--- config.mk ---
export PLATFORM = sky130hd
export DESIGN_NAME = pipe_skid_reg
export DESIGN_NICKNAME = d
export VERILOG_FILES = /design/src/rtl/pipe_skid_reg.sv
export SDC_FILE = /design/constraint.sdc
export NUM_CORES = 1
export LEC_CHECK = 0
export CORE_ASPECT_RATIO = 2
export CORE_MARGIN = 5
export CORE_UTILIZATION = 47
export DETAILED_ROUTE_END_ITERATION = 10
export PLACE_DENSITY = 0.74
export SLEW_MARGIN = 15
export SYNTH_ARGS = -nofsm -noshare
export SYNTH_HDL_FRONTEND = slang
export SYNTH_SLANG_ARGS = --single-unit
--- constraint.sdc ---
create_clock -name clk -period 4.1 [get_ports clk]
set_clock_uncertainty 0.2 [all_clocks]
set_input_delay 1.23 -clock clk [delete_from_list [all_inputs] [get_ports clk]]
set_output_delay 1.23 -clock clk [all_outputs]
set_load 0.01 [all_outputs]
--- src/rtl/pipe_skid_reg.sv ---
// Two-entry pipeline register with a skid buffer.
//
// The main register feeds the output directly; the skid register catches the
// one extra beat that can arrive while the downstream stalls, so in_ready can
// come straight from a flop instead of combinationally from out_ready.
//
// state    | meaning
// ---------+------------------------------------------------------------
// ST_EMPTY | nothing held; out_data = BUBBLE, in_ready = 1, occ = 0
// ST_ONE   | main holds the oldest entry; skid empty, in_ready = 1, occ = 1
// ST_FULL  | main holds oldest, skid holds next; in_ready = 0, occ = 2
//
// Flush empties both registers. Reset does the same and takes priority
// over flush and over any handshake.

module pipe_skid_reg #(
   parameter int             W      = 32,
   parameter logic [W-1:0]   BUBBLE = W'(32'h0000_0013)
) (
   input  logic           clk,
   input  logic           rst_n,
   input  logic           flush,
   input  logic           in_valid,
   input  logic [W-1:0]   in_data,
   output logic           in_ready,
   output logic           out_valid,
   output logic [W-1:0]   out_data,
   input  logic           out_ready,
   output logic [1:0]     occ
);

   typedef enum logic [1:0] {
      ST_EMPTY = 2'd0,
      ST_ONE   = 2'd1,
      ST_FULL  = 2'd2
   } state_t;

   state_t         state_q,     state_d;
   logic [W-1:0]   main_data_q, main_data_d;
   logic [W-1:0]   skid_data_q, skid_data_d;
   logic           main_v_q,    main_v_d;
   logic           in_ready_q,  in_ready_d;
   logic [1:0]     occ_q,       occ_d;

   logic           in_fire;
   logic           out_fire;
   logic           skid_v_d;

   // Handshakes use only registered readiness/validity.
   assign in_fire  = in_valid & in_ready_q;
   assign out_fire = main_v_q & out_ready;

   // Next-state and next-data selection; flags follow from the next state.
   always_comb begin
      state_d     = state_q;
      main_data_d = main_data_q;
      skid_data_d = skid_data_q;

      if (flush) begin
         state_d     = ST_EMPTY;
         main_data_d = BUBBLE;
         skid_data_d = BUBBLE;
      end else begin
         case (state_q)
            ST_EMPTY: begin
               if (in_fire) begin
                  state_d     = ST_ONE;
                  main_data_d = in_data;
               end
            end
            ST_ONE: begin
               if (in_fire && out_fire) begin
                  main_data_d = in_data;
               end else if (in_fire) begin
                  state_d     = ST_FULL;
                  skid_data_d = in_data;
               end else if (out_fire) begin
                  state_d     = ST_EMPTY;
                  main_data_d = BUBBLE;
               end
            end
            ST_FULL: begin
               // in_ready is low here, so only the drain side can move.
               if (out_fire) begin
                  state_d     = ST_ONE;
                  main_data_d = skid_data_q;
                  skid_data_d = BUBBLE;
               end
            end
            default: begin
               state_d     = ST_EMPTY;
               main_data_d = BUBBLE;
               skid_data_d = BUBBLE;
            end
         endcase
      end

      main_v_d   = (state_d != ST_EMPTY);
      skid_v_d   = (state_d == ST_FULL);
      in_ready_d = ~skid_v_d;
      occ_d      = {1'b0, main_v_d} + {1'b0, skid_v_d};
   end

   // State, data and registered outputs; synchronous reset wins over everything.
   always_ff @(posedge clk) begin
      if (!rst_n) begin
         state_q     <= ST_EMPTY;
         main_data_q <= BUBBLE;
         skid_data_q <= BUBBLE;
         main_v_q    <= 1'b0;
         in_ready_q  <= 1'b1;
         occ_q       <= 2'd0;
      end else begin
         state_q     <= state_d;
         main_data_q <= main_data_d;
         skid_data_q <= skid_data_d;
         main_v_q    <= main_v_d;
         in_ready_q  <= in_ready_d;
         occ_q       <= occ_d;
      end
   end

   assign in_ready  = in_ready_q;
   assign out_valid = main_v_q;
   assign out_data  = main_data_q;
   assign occ       = occ_q;

endmodule

==> impl_metrics.json <==
{
  "synth_simple_gate_area_share_pct": 20.1,
  "grt_setup_unrepaired": "false",
  "design.core.area_sq_um": 7490,
  "r2r_slack_ns": 1.55,
  "timing.critical_path.required_ns": 2.67,
  "period_share_pct": 76.5,
  "clk_path_buf_depth": 2,
  "timing.critical_path.slowest_stage_cell": "dfxtp_2",
  "cts_max_level": 3,
  "tritoncts.num_buffers": 9,
  "clk_pin_slew_worst_paths_ns": 0.05,
  "synth-compound-area-share_pct": 25.9,
  "synth_top_family_by_area": "compound AO/OA/AOI/OAI gates",
  "yosysWarnings": 0,
  "timing.fmax_mhz": 319,
  "pin_count": 73,
  "path_delay_family": "flip-flops",
  "clockRootBuffer": "clkbuf_16",
  "cpPeakStageDelay_ns": 0.71,
  "min_delay_path_depth": 2,
  "grt_pass1_vias": 3373,
  "total_power_mw": 1.74,
  "layout_min_cycle_time_ns": 3.14,
  "grt_max_degree": 57,
  "rr_startpoint": "state_q[1]",
  "synthesis.nets": 483,
  "diodes": 0,
  "yosysUniqueCellTypes": 32,
  "final_hold_slack_ns": 0.271,
  "syn-mean-instance-area_sq_um": 7.97,
  "clk_latency_ns": 0.33,
  "drt_initial_violations": 343,
  "grt_first_pass_wirelength_um": 16400,
  "hpwl_um": 6090,
  "drt_wl_total_um": 10200,
  "cts-hold-fix-buffers": 0,
  "fp.dieArea_sq_um": 9510,
  "synth.area.mux_share_pct": 8.48,
  "ant_nets": 0,
  "worstHoldEndpoint": "skid_data_q[5]",
  "ir_worst_vdd_mv": 0.275,
  "finalMaxSlewViolations": 0,
  "yosysSeqAreaShare_pct": 38.8,
  "dr_total_vias": 3554,
  "crit_chain": "clkdlybuf4s50_1",
  "post_dr_wirelength_cell_um": 17.3,
  "endpoint_of_the_worst_slack_reg_to_reg_timing_path": "out_data[29]",
  "sum_of_negative_setup_slack_ns": 0,
  "start_kind": "register",
  "io_buffer_count": 72,
  "final-setup-viol-count": 0,
  "cp-end-kind": "output port",
  "place_congestion": 0.871,
  "cts_sinks": 69,
  "grt_antenna_before_repair": 0,
  "timing.reg2reg.worst_path_depth": 6,
  "detailedRoute.firstPassIterationCount": 5,
  "synth-xor-area-share_pct": 0,
  "timing_worst_setup_path_type": "reg2out",
  "nets": 525,
  "p_leak_nw": 1.44,
  "post_synth_instance_area_sq_um": 3560,
  "drcViolationCount": 0,
  "die_h_um": 133,
  "post_cts_resize_count": 0,
  "edff_count_synth": 0,
  "synth_fa_ha_area_share_pct": 0,
  "crit_path_max_fanout": 27,
  "syn_inst": 446,
  "cts_setup_buffers": 0,
  "drive_gt1_share_pct": 7.71,
  "floorplan.initialDensity_pct": 47.5,
  "width_of_the_die_um": 71.5,
  "hold_viol": 0,
  "signed_area_change_from_the_synthesized_netlist_to_the_final_layout_pct": 29.9,
  "outcome": "completed",
  "max_cap_viol_count": 0,
  "pwr_cell_area_nw_per_um2": 377,
  "min-delay-path-class": "reg2reg",
  "cp_data_arrival_time_ns": 1.71,
  "relSlewSlack_pct": 39.5,
  "drt-vias-per-instance": 6.05,
  "track_usage_pct": 21.3,
  "total_congestion_overflow": 0,
  "cp.buffers_inverters": 1,
  "async_reset_ff_share_pct": 0,
  "ff_latch_count_synth": 69,
  "floorplan.rows": 45,
  "timing_worst_slew_pin_value_ns": 0.908,
  "cts_tree": "done",
  "yosys_most_used_dff": "dfxtp_1",
  "worstSetupPathDepth": 1,
  "hold_path.startpoint": "skid_data_q[5]"
}
-- synth_stat cells, drive strengths merged, types with 2 or more instances --
cell type	n	area, sq um
clkbuf	37	139
dfxtp	69	1380
nand4b	32	280
nor4	3	18.8
nand2b	5	31.3
a21oi	65	329
o22ai	30	188
and2	2	12.5
a21o	2	15.0
nor2	12	45.0
o21ai	66	330
nor2b	3	18.8
nand2	39	146
a2bb2oi	2	17.5
and3	2	12.5
nand4	20	125
mux2i	29	290
buf	18	92.6
-- placed cells by master (no fill, tap or decap), types with 2 or more instances in the layout --
| cell | Yosys | layout |
|---|---|---|
| buf_4 | 2 | 13 |
| and3_1 | 2 | 2 |
| a21oi_1 | 64 | 64 |
| o22ai_1 | 30 | 30 |
| clkdlybuf4s50_1 | 0 | 72 |
| clkbuf_16 | 0 | 9 |
| and2_1 | 2 | 2 |
| nand4_1 | 20 | 20 |
| nor2_1 | 12 | 9 |
| dfxtp_1 | 69 | 67 |
| nand2_1 | 39 | 39 |
| nand4b_1 | 32 | 32 |
| nor4_1 | 3 | 3 |
| clkbuf_8 | 0 | 3 |
| a21o_1 | 2 | 2 |
| o21ai_1 | 30 | 30 |
| nand2b_1 | 5 | 4 |
| nor2_2 | 0 | 2 |
| nor2b_1 | 3 | 3 |
| o21ai_0 | 36 | 36 |
| mux2i_1 | 29 | 29 |
| dfxtp_2 | 0 | 2 |
| a2bb2oi_1 | 2 | 2 |
-- worst register-to-register path: cells and delay by family, from the launching register on --
kind	cells	cell delay, ns
buffers and inverters	2	1.00
DFF	1	0.57
AOI/OAI and AO/OA	3	0.43
and+or+nand+nor	1	0.26
-- where the power goes --
part | internal [mW] | switching (mW)
Combinational | 0.105 | 0.139
Sequential | 0.686 | 0.0125
Clock | 0.519 | 0.278
Total | 1.31 | 0.430
-- cell type report --
type	instances	area [sq um]
multi-input combinational	321	1960
clock buffer	13	270
clock inverter	3	42.5
sequential	69	1380
fill	659	2870
tap	94	118
timing repair buffer	86	838
inverter	1	3.75
-- sequential cells by signal, summed over array words and instances, names as in the netlist --
name,count
out_data,32
skid_data_q,32
out_valid,1
state_q,1
occ,2
in_ready,1
-- metrics by stage --
| step | cell area [sq um] | util, % | std cells | setup WS (ns) |
|---|---|---|---|---|
| final | 4620 | 61.7 | 587 | 0.963 |
| after floorplan | 3560 | - | 446 | 1.50 |
| after CTS | 4610 | 61.6 | 587 | 0.862 |
| after global routing | 4620 | 61.7 | 587 | 0.872 |
| after global placement | 4300 | 57.4 | 571 | 0.622 |
| after detailed placement | 4300 | 57.4 | 571 | 0.550 |
-- worst max path at each step --
| stage | slack (ns) | startpoint | endpoint |
|---|---|---|---|
| 3_5_place_dp | 0.55 | out_ready | skid_data_q[8] |
| 3_3_place_gp | 0.62 | out_ready | skid_data_q[22] |
| 5_1_grt | 0.87 | out_ready | out_data[17] |
| 6_report | 0.96 | occ[0] | occ[0] |
| 2_1_floorplan | 1.50 | in_valid | skid_data_q[4] |
| 4_1_cts | 0.86 | out_ready | skid_data_q[15] |
-- cell families (layout without fill, tap and decap cells) --
logic type	count (synthesis)	in the layout
compound gates	170	170
buf+inv	56	103
simple gates	121	121
flops	69	69
mux	30	30
-- metal layers --
metal / global-route usage (%) / vias up / share of wire, %
met4: 10.6 / 0 / 2.7
met5: 0 / - / 0
met1: 27.8 / 1667 / 43
li1: - / 1733 / -
met3: 3.88 / 21 / 6.5
met2: 33.2 / 133 / 48
Power figures use the tool's default switching activity.
